<file path="src/rtl/cdc_pkg.sv">
// Shared definitions for the toggle-handshake clock-domain crossing blocks.
package cdc_pkg;

    // Receiver state: IDLE waits for a new request level, HOLD presents a word.
    typedef enum logic [0:0] {
        IDLE = 1'b0,
        HOLD = 1'b1
    } cdc_rx_state_t;

    // Depth of the request synchronizer chain (meta flop + sync flop).
    localparam int unsigned CDC_SYNC_STAGES = 2;

    // True when a synchronized toggle level differs from the last handled level.
    function automatic logic toggle_pending(input logic sync_level, input logic seen_level);
        return sync_level ^ seen_level;
    endfunction

endpackage

</file>
<file path="src/rtl/cdc_bit_sync.sv">
// Single-bit two-flop synchronizer with synchronous active-high reset.
module cdc_bit_sync (
    input  logic i_clk,
    input  logic i_reset,
    input  logic i_async,
    output logic o_sync
);

    logic r_meta;
    logic r_sync;

    // First flop may go metastable; second flop gives it a full cycle to resolve.
    always_ff @(posedge i_clk) begin
        if (i_reset) begin
            r_meta <= 1'b0;
            r_sync <= 1'b0;
        end else begin
            r_meta <= i_async;
            r_sync <= r_meta;
        end
    end

    assign o_sync = r_sync;

endmodule

</file>
<file path="src/rtl/cdc_handshake_rx.sv">
// Receiving side of a toggle request/acknowledge crossing for a multi-bit word.
//
// Handshake (downstream side): a word is presented while out_valid is high and
// out_data is held constant; it is consumed on a rising edge where
// out_valid && out_ready. out_valid may rise regardless of out_ready.
// Handshake (sender side): each change of from_req level is one request; each
// change of to_ack level acknowledges exactly one accepted word.
module cdc_handshake_rx
    import cdc_pkg::*;
#(
    parameter int num_bits = 32
) (
    input  logic                clk,
    input  logic                reset,
    input  logic                from_req,
    input  logic [num_bits-1:0] from_data,
    output logic                to_ack,
    output logic [num_bits-1:0] out_data,
    output logic                out_valid,
    input  logic                out_ready,
    output logic                protocol_error,
    output cdc_rx_state_t       o_dbg_state,
    output logic                o_dbg_req_sync
);

    logic                w_req_sync;
    logic                w_pending;

    cdc_rx_state_t       r_state;
    cdc_rx_state_t       w_state_nxt;
    logic                r_req_seen;
    logic                w_req_seen_nxt;
    logic                r_ack;
    logic                w_ack_nxt;
    logic [num_bits-1:0] r_data;
    logic [num_bits-1:0] w_data_nxt;
    logic                r_valid;
    logic                w_valid_nxt;
    logic                r_err;
    logic                w_err_nxt;

    cdc_bit_sync u_req_sync (
        .i_clk   (clk),
        .i_reset (reset),
        .i_async (from_req),
        .o_sync  (w_req_sync)
    );

    assign w_pending = toggle_pending(w_req_sync, r_req_seen);

    // Next-state logic: capture in IDLE, wait for acceptance in HOLD.
    always_comb begin
        w_state_nxt    = r_state;
        w_req_seen_nxt = r_req_seen;
        w_ack_nxt      = r_ack;
        w_data_nxt     = r_data;
        w_valid_nxt    = r_valid;
        w_err_nxt      = r_err;
        case (r_state)
            IDLE: begin
                // The bus has been stable for at least two cycles by now.
                if (w_pending) begin
                    w_data_nxt     = from_data;
                    w_valid_nxt    = 1'b1;
                    w_req_seen_nxt = w_req_sync;
                    w_state_nxt    = HOLD;
                end
            end
            HOLD: begin
                if (r_valid && out_ready) begin
                    w_valid_nxt = 1'b0;
                    w_ack_nxt   = ~r_ack;
                    w_state_nxt = IDLE;
                end
                // Sender re-toggled before its ack: flag it, keep the request
                // pending (req_seen untouched) so IDLE services it next.
                if (w_pending) begin
                    w_err_nxt = 1'b1;
                end
            end
            default: begin
                w_state_nxt = IDLE;
            end
        endcase
    end

    // State, data word and handshake flops.
    always_ff @(posedge clk) begin
        if (reset) begin
            r_state    <= IDLE;
            r_req_seen <= 1'b0;
            r_ack      <= 1'b0;
            r_data     <= '0;
            r_valid    <= 1'b0;
            r_err      <= 1'b0;
        end else begin
            r_state    <= w_state_nxt;
            r_req_seen <= w_req_seen_nxt;
            r_ack      <= w_ack_nxt;
            r_data     <= w_data_nxt;
            r_valid    <= w_valid_nxt;
            r_err      <= w_err_nxt;
        end
    end

    assign to_ack         = r_ack;
    assign out_data       = r_data;
    assign out_valid      = r_valid;
    assign protocol_error = r_err;
    assign o_dbg_state    = r_state;
    assign o_dbg_req_sync = w_req_sync;

endmodule

</file>
<file path="config.mk">
export PLATFORM = sky130hd
export DESIGN_NAME = cdc_handshake_rx
export DESIGN_NICKNAME = d
export VERILOG_FILES = /design/src/rtl/cdc_pkg.sv /design/src/rtl/cdc_bit_sync.sv /design/src/rtl/cdc_handshake_rx.sv
export SDC_FILE = /design/constraint.sdc
export NUM_CORES = 1
export LEC_CHECK = 0
export CORE_ASPECT_RATIO = 1.75
export CORE_MARGIN = 2
export CORE_UTILIZATION = 30
export DETAILED_ROUTE_END_ITERATION = 7
export PLACE_DENSITY_LB_ADDON = 0.1
export SYNTH_ARGS = -nofsm -noshare
export SYNTH_HDL_FRONTEND = slang
export SYNTH_SLANG_ARGS = --single-unit
export TNS_END_PERCENT = 5
</file>
<file path="constraint.sdc">
create_clock -name clk -period 1.1 [get_ports clk]
set_input_delay 0.22 -clock clk [delete_from_list [all_inputs] [get_ports clk]]
set_output_delay 0.22 -clock clk [all_outputs]
set_load 0.05 [all_outputs]
</file>
==> results.json, run 1 <==
{
  "reg2reg_to": "out_data[11]",
  "criticalPathCategory": "flip-flop to flip-flop",
  "cts_buffers": 5,
  "cts.path.max_buffers": 2,
  "period_share_pct": 109.0,
  "worst_slack_ns": -0.09887,
  "wl_per_cell_um": 11.90,
  "ys_seq_area_share_pct": 46.09,
  "ys_warn_count": 0,
  "final_util_pct": 55.44,
  "nFillCells": 498,
  "syn_area_mm2": 0.001694,
  "hold_path_class": "primary input to flip-flop",
  "relSlewSlack_pct": 88.48,
  "die_x_um": 60.81,
  "violations": "negative setup slack",
  "vias": 1307,
  "grt-ovfl-total": 0,
  "fin_skew_ns": 0.003024,
  "layout.nets": 277,
  "antenna_found_initial": 0,
  "grt_pass1_vias": 1333,
  "insertion_delay_ns": 0.28,
  "synth_cells": 161,
  "maxSlewViolCount": 0,
  "ys_ff_latch": 39,
  "syn_avg_cell_area_um2": 10.52,
  "place_hpwl_mm": 2.657,
  "multi_input_area_um2": 829.5,
  "path_clk_slew_ns": 0.07,
  "grt_max_degree": 37,
  "final_layout_size_suffix_gt1_share_pct": 26.45,
  "ir_worst_vdd_mv": 0.9825,
  "hold-worst-slack_ns": 0.3498,
  "area_delta_synth_final_pct": 79.84,
  "cts_root_buf": "clkbuf_8",
  "ys_types": 15,
  "fp.coreArea_mm2": 0.005495,
  "fp.dieH_um": 103.4,
  "required_ns": 1.31,
  "regArea_um2": 788.3,
  "h-tree-depth": 2,
  "num_antenna_cells": 0,
  "min_path_cells": 3,
  "status": "finished, violations left",
  "grtUsageTotal_pct": 12.84,
  "cts.sinks": 39,
  "powerDensity_mw_per_mm2": 1132,
  "tightest_slew_ns": 0.1712,
  "p_leak_nw": 1.147,
  "cts_tree": "done",
  "startpoint_type": "flip-flop",
  "routed_wirelength_mm": 3.783,
  "fp.dieArea_mm2": 0.006288,
  "first_pass_iters": 4,
  "vias_per_cell": 4.110,
  "finalSetupViolCount": 34,
  "r2r_cells": 5,
  "rrSetupSlack_ns": -0.1,
  "final.min_clock_period_ns": 1.199,
  "cp_max_fo": 5,
  "final_antenna_net_count": 0,
  "rsz0062_at_grt": "true",
  "worstReg2RegStart": "u_req_sync.o_sync",
  "gp_congestion": 0.6586,
  "drtIter0Drc": 15,
  "port_buffers": 72,
  "end_kind": "flip-flop",
  "pin_count": 73,
  "worstHoldStart": "reset",
  "critPathArrivalTime_ns": 1.41,
  "hold_viol": 0,
  "rows": 36,
  "fmax_mhz": 834.1,
  "drc": 0,
  "grt_pass1_wl_mm": 6.182,
  "min_to": "u_req_sync.o_sync",
  "synthesis.nets": 197,
  "start_util_pct": 30.83,
  "maxCapViolCount": 0
}
cells in the final DEF, fill, tap and decap left out, types with 2 or more instances in the layout:
cell	Yosys	routed
nor2b_1	2	2
dfxtp_2	0	3
buf_12	3	40
nor2_1	4	4
clkdlybuf4s50_1	0	34
buf_4	0	3
buf_6	1	5
clkbuf_8	0	5
clkbuf_1	7	2
dfxtp_1	39	35
mux2i_1	33	33
nand2b_1	64	64
registers in the layout, summed over array words and instances (netlist names):
signal,cells
u_req_sync.o_sync,1
out_valid,1
out_data,32
r_req_seen,1
to_ack,1
u_req_sync.r_meta,1
protocol_error,1
o_dbg_state,1
metrics by stage:
stage / setup TNS, ns / setup WS, ns / cell area, um2 / std cells / power [W]
6_report: -2.070 / -0.09887 / 3047 / 318 / 0.003449
3_3_place_gp: -2.031 / -0.08289 / 2897 / 307 / 0.002539
4_1_cts: -2.633 / -0.1137 / 3042 / 318 / 0.003515
2_1_floorplan: -4.525 / -0.1463 / 1707 / 161 / 0.002046
5_1_grt: -4.339 / -0.1675 / 3047 / 318 / 0.003617
3_5_place_dp: -3.019 / -0.1241 / 2897 / 307 / 0.002541
cell type report:
cell class / count / share of cell area (%)
multi-input combinational: 111 / 27.23
timing repair buffer: 84 / 41.11
sequential: 39 / 25.87
clock inverter: 1 / 0.1643
clock buffer: 7 / 2.505
tap: 76 / 3.121
report_power, final:
part           switching [W]  leakage [nW]  internal [W]
sequential         0.0000755         0.320       0.00149
clock               0.000461        0.0422      0.000445
combinational       0.000429         0.785      0.000552
how the worst max path moves through the flow:
| stage | startpoint | end | slack, ns | cells after the start |
|---|---|---|---|---|
| floorplan | u_req_sync.o_sync | out_data[0] | -0.15 | 5 |
| global placement | r_req_seen | out_data[12] | -0.08 | 4 |
| detailed placement | r_req_seen | out_data[19] | -0.12 | 4 |
| CTS | u_req_sync.o_sync | out_data[11] | -0.11 | 5 |
| global route | u_req_sync.o_sync | out_data[10] | -0.17 | 5 |
| finish | u_req_sync.o_sync | out_data[11] | -0.1 | 5 |
critical path, stage by stage (launching register included):
cell,delay (ns)
dfxtp_4,0.36
xor2_2,0.14
and2b_4,0.25
buf_6,0.13
buf_6,0.09
mux2i_1,0.16
timing repair:
action                                  CTS  global route
setup buffers                             3             0
endpoints found under the hold margin     0             0
hold buffers                              0             0
pin swaps                                 1             0
gates cloned                              1             0
resized for setup                         8             3
endpoints found under the setup margin   34            38
per-layer routing:
metal | up-vias | global-route usage [%] | routed length [um]
met5 | - | 0 | 0
met4 | 0 | 4.013 | 25
met3 | 2 | 3.980 | 279
met2 | 52 | 21.59 | 1912
met1 | 582 | 15.36 | 1564
li1 | 671 | - | -
cells by family after synthesis:
group           share of synthesized area, %
simple gates                           26.00
mux                                    19.50
compound gates                         1.624
buf+inv                                5.761
xor+xnor                               1.034
flops                                  46.09
cells in the mapped netlist, drive strengths merged:
| cell type | count | area (um2) |
|---|---|---|
| a21boi | 1 | 7.510 |
| a21oi | 1 | 5.000 |
| and2b | 1 | 7.510 |
| buf | 4 | 71.32 |
| clkbuf | 7 | 26.28 |
| dfxtp | 39 | 780.8 |
| mux2i | 33 | 330.3 |
| nand2b | 64 | 400.4 |
| nand3 | 1 | 5.000 |
| nor2 | 4 | 15.01 |
| nor2b | 2 | 12.51 |
| o21ai | 1 | 5.000 |
| o21ba | 1 | 10.01 |
| xor2 | 2 | 17.52 |
No activity file was read; power rests on OpenSTA's default activity.
==> run 2: changes to the inputs <==
--- a/config.mk
+++ b/config.mk
@@ -9,6 +9,7 @@
 export CORE_MARGIN = 2
 export CORE_UTILIZATION = 30
 export DETAILED_ROUTE_END_ITERATION = 7
+export GPL_TIMING_DRIVEN = 0
 export PLACE_DENSITY_LB_ADDON = 0.1
 export SYNTH_ARGS = -nofsm -noshare
 export SYNTH_HDL_FRONTEND = slang
==> constraint.sdc (replaced) <==
create_clock -name clk -period 1.45 [get_ports clk]
set_input_delay 0.29 -clock clk [delete_from_list [all_inputs] [get_ports clk]]
set_output_delay 0.29 -clock clk [all_outputs]
set_load 0.05 [all_outputs]
==> run 2 against run 1 <==
  * The run now ends clean
  * Global-route usage fell by 0.28 points
  * Setup slack improved by 0.13 ns
  * Critical endpoint is now out_data[28]
  * Power fell by 29%
  * Routed wire length fell by 3.5%
  * Largest cell class is now multi-input gates
  * Sequential power fell by 26%
  * Largest power group unchanged
==> results.json, run 2 (synthesis results as in run 1) <==
{
  "status": "finished, final reports clean",
  "holdBufCountCts": 0,
  "powerDensity_mw_per_mm2": 980.1,
  "final_antenna_net_count": 0,
  "grt_use_met1_pct": 14.26,
  "startpoint_type": "flip-flop",
  "crit_start": "out_data[28]",
  "fp.dieH_um": 103.4,
  "grt_pass1_vias": 1342,
  "tightest_slew_ns": 0.5070,
  "final_common_cell": "nand2b_1",
  "grt_busiest_layer": "met2",
  "cts.sinks": 39,
  "crit_family": "buffers and inverters",
  "gp_congestion": 0.6689,
  "cts_buffers": 5,
  "drtIter0Drc": 9,
  "vias": 1313,
  "layout.nets": 276,
  "place_hpwl_mm": 2.709,
  "grtUsageTotal_pct": 12.57,
  "relSlewSlack_pct": 66.33,
  "first_pass_iters": 4,
  "h-tree-depth": 2,
  "nFillCells": 576,
  "hold_viol": 0,
  "hold-worst-slack_ns": 0.4439,
  "die_x_um": 60.81,
  "fin_skew_ns": 0.003902,
  "hold_path_class": "flip-flop to flip-flop",
  "p_leak_nw": 0.9669,
  "port_buffers": 72,
  "routed_wirelength_mm": 3.649,
  "required_ns": 1.16,
  "drc": 0,
  "grt-ovfl-total": 0,
  "final.min_clock_period_ns": 1.414,
  "maxCapViolCount": 0,
  "antenna_found_initial": 0,
  "start_util_pct": 30.83,
  "largest_reg_flops": 32,
  "tns_ns": 0,
  "cpPeakStageDelay_ns": 0.51,
  "fmax_mhz": 707.0,
  "finalSetupViolCount": 0,
  "vias_per_cell": 4.155,
  "worstReg2RegStart": "u_req_sync.o_sync",
  "grt_max_degree": 12,
  "cp_max_fo": 2,
  "cts_root_buf": "clkbuf_8",
  "grt_pass1_wl_mm": 5.989,
  "worstHoldStart": "u_req_sync.r_meta",
  "most-common-layout-cells": "nand2b_1, dfxtp_1, clkdlybuf4s50_1",
  "ir_worst_vdd_mv": 0.6517,
  "crit_buf_inv": 1,
  "path_clk_slew_ns": 0.08,
  "criticalPathCategory": "flip-flop to output pin",
  "regArea_um2": 782.0,
  "insertion_delay_ns": 0.28,
  "end_kind": "output pin",
  "period_share_pct": 97.54,
  "final_layout_size_suffix_gt1_share_pct": 15.00,
  "pin_count": 73,
  "multi_input_area_um2": 815.8,
  "cts_tree": "done",
  "critPathArrivalTime_ns": 1.12,
  "slowest_stage": "clkdlybuf4s15_1",
  "grtUsageMet3_pct": 3.856,
  "cts.path.max_buffers": 2,
  "fp.coreArea_mm2": 0.005495,
  "num_antenna_cells": 0,
  "worstPathCellList": "clkdlybuf4s15_1",
  "rsz0062_at_grt": "true",
  "wl_per_cell_um": 11.55,
  "grt_util_met2_pct": 21.42,
  "maxSlewViolCount": 0,
  "area_delta_synth_final_pct": 47.34,
  "fp.dieArea_mm2": 0.006288,
  "rows": 36
}
-- run 2: worst paths after layout --
path / end / slack, ns / depth (start not counted)
worst min register to register: u_req_sync.o_sync / 0.44 / 1
worst max register to register: out_data[22] / 0.14 / 5
worst min-delay path: u_req_sync.o_sync / 0.44 / 1
worst max-delay path: out_data[28] / 0.04 / 1
-- run 2: power by group --
group / internal (W) / switching, W / total, W
Clock: 0.000373 / 0.000356 / 0.000729
Combinational: 0.000245 / 0.000313 / 0.000558
Sequential: 0.00113 / 0.0000319 / 0.00116
-- run 2: metal layers --
layer | up-vias | part of all wire (%)
li1 | 673 | -
met1 | 595 | 41
met2 | 43 | 52
met3 | 2 | 6.1
met4 | 0 | 0.69
met5 | - | 0
-- run 2: worst register-to-register path, stage by stage (launching register included) --
cell and delay [ns]:
dfxtp_2 0.35, xor2_1 0.23, and2b_1 0.18, buf_6 0.15, buf_12 0.15, mux2i_1 0.19
-- run 2: repair_timing --
action                                  CTS  global route
gates resized for setup                  65            34
endpoints found under the setup margin   37            29
hold endpoints to repair                  0             0
buffers inserted                          0             0
-- run 2: per-stage QoR --
step           instance area [um2]  setup WS, ns  instances  util (%)  power, W
2_1_floorplan                 1695      0.007167        161         -  0.001552
3_3_place_gp                  2511       -0.1775        309     45.70  0.001791
3_5_place_dp                  2511       -0.1914        309     45.70  0.001792
4_1_cts                       2587      0.001149        316     47.09  0.002512
5_1_grt                       2496     -0.008390        316     45.42  0.002567
6_report                      2496       0.03562        316     45.42  0.002447
-- run 2: area by class of cell --
class / instances / area share, %
timing repair buffer: 72 / 24.76
sequential: 39 / 31.33
buffer: 11 / 3.910
tap: 76 / 3.810
clock buffer: 6 / 3.308
clock inverter: 1 / 0.2005
multi-input combinational: 111 / 32.68
